**src/rtl/rsa_key_engine.sv**
```systemverilog
// RSA key engine: from primes P, Q and an exponent e, forms N = P*Q and
// d = e^-1 mod (P-1)(Q-1) using a shift-add multiplier and an iterative Euclid.
module rsa_key_engine #(
    parameter int WORD_WIDTH = 32,
    parameter int DEFAULT_E  = 65537
) (
    input  logic                      clk,
    input  logic                      rst,
    input  logic                      start,
    input  logic [WORD_WIDTH/2-1:0]   p,
    input  logic [WORD_WIDTH/2-1:0]   q,
    input  logic [WORD_WIDTH-1:0]     e_in,
    input  logic                      use_default_e,
    output logic                      busy,
    output logic                      done,
    output logic                      error,
    output logic [1:0]                err_code,
    output logic [WORD_WIDTH-1:0]     N,
    output logic [WORD_WIDTH-1:0]     d,
    output logic [WORD_WIDTH-1:0]     e
);

    localparam int W  = WORD_WIDTH;
    localparam int H  = WORD_WIDTH / 2;
    localparam int CW = $clog2(W) + 1;
    localparam logic [W-1:0] DEF_E = W'(DEFAULT_E);

    typedef enum logic [2:0] {
        IDLE, CHECK, MULT, EUC_DIV, EUC_UPD, FIX, FINISH, FAIL
    } state_t;

    state_t state, nstate;

    logic [H-1:0]        p_r, q_r;
    logic [H-1:0]        b_n, b_phi;
    logic [W-1:0]        a_n, a_phi;
    logic [W-1:0]        n_acc, phi_acc;
    logic [W-1:0]        r0, r1, dq, rm;
    logic signed [W:0]   t0, t1, prod;
    logic [CW-1:0]       cnt;
    logic [W-1:0]        n_r, d_r, e_r;
    logic                done_r, err_r;
    logic [1:0]          code_r;

    logic                bad_p, bad_e, e_big;
    logic                mult_last, div_last, qbit;
    logic [W-1:0]        n_nx, phi_nx;
    logic [W:0]          rm_sh, rm_nx;
    logic signed [W:0]   prod_nx, d_fix;

    // Datapath helpers: multiplier step, divider step, final d correction
    always_comb begin
        bad_p     = (p_r < H'(3)) || (q_r < H'(3)) || !p_r[0] || !q_r[0]
                    || (p_r == q_r);
        bad_e     = !e_r[0] || (e_r < W'(3));
        n_nx      = n_acc + (b_n[0] ? a_n : '0);
        phi_nx    = phi_acc + (b_phi[0] ? a_phi : '0);
        e_big     = e_r >= phi_nx;
        mult_last = cnt == CW'(H - 1);
        div_last  = cnt == CW'(W - 1);
        rm_sh     = {rm, dq[W-1]};
        qbit      = rm_sh >= {1'b0, r1};
        rm_nx     = qbit ? (rm_sh - {1'b0, r1}) : rm_sh;
        prod_nx   = (prod <<< 1) + (qbit ? t1 : '0);
        d_fix     = t0[W] ? (t0 + $signed({1'b0, phi_acc})) : t0;
    end

    // State register
    always_ff @(posedge clk) begin
        if (rst) state <= IDLE;
        else     state <= nstate;
    end

    // Next-state and busy decode
    always_comb begin
        nstate = state;
        busy   = 1'b0;
        unique case (state)
            IDLE:    if (start) nstate = CHECK;
            CHECK: begin
                busy   = 1'b1;
                nstate = (bad_p || bad_e) ? FAIL : MULT;
            end
            MULT: begin
                busy = 1'b1;
                if (mult_last) nstate = e_big ? FAIL : EUC_DIV;
            end
            EUC_DIV: begin
                busy = 1'b1;
                if (div_last) nstate = EUC_UPD;
            end
            EUC_UPD: begin
                busy   = 1'b1;
                nstate = (rm == '0) ? FIX : EUC_DIV;
            end
            FIX: begin
                busy   = 1'b1;
                nstate = (r0 != W'(1)) ? FAIL : FINISH;
            end
            FINISH:  nstate = IDLE;
            FAIL:    nstate = IDLE;
            default: nstate = IDLE;
        endcase
    end

    // Operand capture, multiply, Euclid iteration and result registers
    always_ff @(posedge clk) begin
        if (rst) begin
            p_r     <= '0;
            q_r     <= '0;
            b_n     <= '0;
            b_phi   <= '0;
            a_n     <= '0;
            a_phi   <= '0;
            n_acc   <= '0;
            phi_acc <= '0;
            r0      <= '0;
            r1      <= '0;
            dq      <= '0;
            rm      <= '0;
            t0      <= '0;
            t1      <= '0;
            prod    <= '0;
            cnt     <= '0;
            n_r     <= '0;
            d_r     <= '0;
            e_r     <= '0;
            done_r  <= 1'b0;
            err_r   <= 1'b0;
            code_r  <= 2'd0;
        end else begin
            unique case (state)
                IDLE: begin
                    if (start) begin
                        p_r     <= p;
                        q_r     <= q;
                        e_r     <= use_default_e ? DEF_E : e_in;
                        done_r  <= 1'b0;
                        err_r   <= 1'b0;
                        code_r  <= 2'd0;
                        n_r     <= '0;
                        d_r     <= '0;
                        n_acc   <= '0;
                        phi_acc <= '0;
                        cnt     <= '0;
                    end
                end
                CHECK: begin
                    a_n   <= {{H{1'b0}}, p_r};
                    b_n   <= q_r;
                    a_phi <= {{H{1'b0}}, p_r - H'(1)};
                    b_phi <= q_r - H'(1);
                    cnt   <= '0;
                    if (bad_p) begin
                        err_r  <= 1'b1;
                        code_r <= 2'd1;
                    end else if (bad_e) begin
                        err_r  <= 1'b1;
                        code_r <= 2'd2;
                    end
                end
                MULT: begin
                    n_acc   <= n_nx;
                    phi_acc <= phi_nx;
                    a_n     <= a_n << 1;
                    a_phi   <= a_phi << 1;
                    b_n     <= b_n >> 1;
                    b_phi   <= b_phi >> 1;
                    cnt     <= cnt + CW'(1);
                    if (mult_last) begin
                        if (e_big) begin
                            err_r  <= 1'b1;
                            code_r <= 2'd2;
                        end else begin
                            r0   <= phi_nx;
                            r1   <= e_r;
                            t0   <= '0;
                            t1   <= (W+1)'(1);
                            dq   <= phi_nx;
                            rm   <= '0;
                            prod <= '0;
                            cnt  <= '0;
                        end
                    end
                end
                EUC_DIV: begin
                    rm   <= rm_nx[W-1:0];
                    dq   <= {dq[W-2:0], qbit};
                    prod <= prod_nx;
                    cnt  <= cnt + CW'(1);
                end
                EUC_UPD: begin
                    r0   <= r1;
                    r1   <= rm;
                    t0   <= t1;
                    t1   <= t0 - prod;
                    dq   <= r1;
                    rm   <= '0;
                    prod <= '0;
                    cnt  <= '0;
                end
                FIX: begin
                    if (r0 != W'(1)) begin
                        err_r  <= 1'b1;
                        code_r <= 2'd3;
                    end else begin
                        d_r    <= d_fix[W-1:0];
                        n_r    <= n_acc;
                        done_r <= 1'b1;
                    end
                end
                default: ;
            endcase
        end
    end

    assign done     = done_r;
    assign error    = err_r;
    assign err_code = code_r;
    assign N        = n_r;
    assign d        = d_r;
    assign e        = e_r;

endmodule
```
**config.mk**
```make
export PLATFORM = sky130hd
export DESIGN_NAME = rsa_key_engine
export DESIGN_NICKNAME = d
export VERILOG_FILES = /design/src/rtl/rsa_key_engine.sv
export SDC_FILE = /design/constraint.sdc
export NUM_CORES = 2
export LEC_CHECK = 0
export ABC_AREA = 1
export CAP_MARGIN = 30
export CORE_MARGIN = 2
export CORE_UTILIZATION = 50
export CTS_CLUSTER_DIAMETER = 80
export CTS_CLUSTER_SIZE = 16
export DETAILED_ROUTE_END_ITERATION = 7
export PLACE_DENSITY = 0.72
export SYNTH_ARGS = -nofsm -noshare
export SYNTH_HDL_FRONTEND = slang
export SYNTH_SLANG_ARGS = --single-unit
```
**constraint.sdc**
```tcl
create_clock -name clk -period 5.4 [get_ports clk]
set_input_delay 1.08 -clock clk [delete_from_list [all_inputs] [get_ports clk]]
set_output_delay 1.08 -clock clk [all_outputs]
set_load 0.05 [all_outputs]
```
==> metrics.txt <==
mux cell area share after synthesis 0%; crit share post-route 91.1%; Max-Cap Viols 0; Pins Over Slew Limit 0; Layout area overhead 10.0%; slowest stage delay, CP 560 ps; largest net degree at the start of global routing 168; register area share after synthesis 30.0%; Tot GR Track Use 31.0%; combinational share of power 47.4%; Seq pwr share 31.8%; Final Cell Area 38,700 µm²; Final Hold Viols 0; clock share of power 20.8%; post-route ant nets 0; die span in x 269 µm; net switching power 7.21 mW; final cell count without fillers 6,521; CP Capture Type flip-flop; Peak supply drop 0.655 mV; initial core utilization 50.4%; pin slew with the least headroom to its limit 1010 ps; post-cts repair resize count 0; clk_skew 34.6 ps; routed wire length 117,000 µm; Switching Fraction 46.8%; Post-Syn Instances 5,543; H-Tree Depth 2; Port Buf Inserts 168; Seq cells post-synth 528; drt first pass iters 5; Critical Path Source Type flip-flop; Worst Hold Slack 463 ps; FP Rows 97; clock sink count 528; drt wl/cell 18.0 µm; Synth Area in Compound Gates 20.1%; crit-path cells buf_4 -> nand2_1 -> inv_1 -> ha_1 -> nand2_1 -> nor4_1 -> nand2_1 -> nand2_1 -> nand2_1 -> nand2_1 -> xor2_1 -> inv_1 -> ha_1 -> a21oi_1 -> o21ai_0 -> nand2_1 -> nand3_1 -> a21oi_2 -> nand4_2 -> nand2_2 -> buf_4 -> nand3_1 -> a21oi_1; chip height 269 µm; Clock Latency Late Sink 620 ps; maximum clock frequency 203 MHz; via count 36,700; Slowest-stage cell, CP buf_4; RePlAce Congestion 0.998; syn nets 5,842; WP data required 5930 ps; antenna violations before repair 1; register area 10,600 µm²; critical path class flip-flop to flip-flop; I/O pin count 169; CTS tree done; Synth Area in Adders 8.34%; Min-Delay Path Class flip-flop to flip-flop; clk slew on worst S/H paths 70 ps; core outline area 69,800 µm²; post-detail-place hpwl 88,900 µm; RSZ-0062 raised after global routing no; Setup TNS Final 0 ps; CTS Hold Buffers Added 0; DRC errors left 0; status complete, no violations; Leak 16.7 nW; via/cell ratio 5.62; clock root buffer clkbuf_16; mapped cell area 35,200 µm²; Setup-failing EPs final 0; # Post-CTS Setup Buffers 0; total grt overflow 0; Syn Area/Cell 6.35 µm²; crit path DAT 5440 ps; YS warnings 0; Yosys cell types 51; total power 15.4 mW; die area 72,500 µm²; cell mode on critical path nand2_1; Post-Place Cell Area 37,300 µm²; Crit Path Max Fanout 57; maximum root-to-sink buffer count 3; Starting DRT DRC Count 3,274; Int Power 8.18 mW; Multi-input gate area 21,400 µm²; Slew HR 32.6%; layout cells sized above 1 3.08%; Num CTS Buffers 43; NumNets Final 5,863; pwr dens 398 nW/µm²; minimum clock period 4920 ps; vias in the first global route 33,400; Placed Instances 6,458; simple-gate portion of the synthesized area 30.7%; Synth Area in XOR/XNOR 1.54%; first-pass GRT wire length 183,000 µm; main combinational cell family by area after synthesis simple AND/OR/NAND/NOR gates; # fillers 7,177; # diodes 0
## metal layers
layer / share of wire, % / GRT usage (%) / vias up / wire length, µm
met4: 3.7 / 11.1 / 2 / 4300
met5: 0.011 / 0 / - / 13
met2: 43 / 48.2 / 1293 / 50500
met1: 46 / 43.6 / 16800 / 53500
li1: - / - / 18400 / -
met3: 7.7 / 4.74 / 194 / 9000
## layout make-up
type | count | share of cell area (%)
clock inverters | 12 | 0.430
inverters | 567 | 5.50
flip-flops and latches | 528 | 27.3
clock buffers | 50 | 3.01
multi-input cells | 4218 | 55.3
well taps | 940 | 3.04
repair buffers | 206 | 5.37
## layout by cell type (no fill, tap or decap), types with 17 or more instances in the layout
master and n:
nand4_1 67, a221oi_1 17, nand2_1 1564, nor3_1 56, dfxtp_1 527, nand3_1 305, o21a_1 20, nor4_1 23
clkbuf_16 44, o21bai_1 26, a211oi_1 24, inv_1 555, o21ai_0 331, xor2_1 46, nor2_1 524, buf_4 30
o211ai_1 35, a31oi_1 32, a21o_1 21, clkdlybuf4s50_1 167, or2_2 34, ha_1 225, a21oi_1 751
## cell families after synthesis
group	Yosys count
and+or+nand+nor	2625
AOI/OAI and AO/OA	1300
buffers and inverters	797
DFF	528
adders and majority gates	231
xor gates and xnor gates	62
## power groups by stage
stage	clock, mW	sequential (mW)	combinational [mW]
after floorplan	0	5.01	5.12
after global placement	0	4.95	7.12
after detailed placement	0	4.95	7.20
after CTS	3.26	4.87	7.23
after global routing	3.39	4.93	8.05
final	3.20	4.89	7.30
## per-stage QoR
step                      util (%)  setup WS [ps]
final                         55.4            483
after global routing          55.4           53.7
after CTS                     55.4            522
after detailed placement      53.5            597
after global placement        53.5            705
after floorplan                  -           1260
## flip-flops by register name, summed over array words and instances, names as in the netlist, 32 cells and up
name and count:
rm 32, t0 33, n_acc 32, prod 33, r0 32, N 32, r1 32, phi_acc 32
a_n 32, a_phi 32, t1 33, d 32, dq 32, e 32
## critical path: cells and delay by family (launching register included)
kind	cells	cell delay [ps]
fa+ha+maj	2	680
flops	1	340
compound gates	4	630
simple gates	12	1800
xor+xnor	1	370
buf+inv	4	930
## synthesized netlist by cell type (all sizes together)
cell     number  area [µm²]
o21bai       26         195
xnor2        16         140
nor3b         3        22.5
dfxtp       528       10600
nand3b       14         105
buf          90         599
ha          225        2820
a21oi       752        3770
nor3         58         300
nand4        69         444
o221ai       16         140
a221oi       17         149
o21ai       332        1670
a31o          1        8.76
nand2      1571        5920
nor2        535        2050
a21boi        6        45.0
o31ai         4        30.0
o21a         20         150
o2111ai       5        43.8
a31oi        32         200
a41oi         5        43.8
xor2         46         403
inv         565        2120
nor4         23         144
clkinv        2        7.51
o211ai       35         263
and2          8        50.1
o22ai         4        25.0
or2          35         219
a211oi       24         180
nand3       307        1550
a21o         21         158
nand2b        2        12.5
clkbuf      140         526
fa            6         120
## worst paths after layout
kind	cells past startpoint	startpoint	to	slack (ps)
hold / removal	2	r0[10]	r0[10]	460
hold reg to reg	2	r0[10]	r0[10]	460
setup reg to reg	23	b_phi[0]	r0[4]	480
setup / recovery	23	b_phi[0]	r0[4]	480
Power figures use the tool's default switching activity.
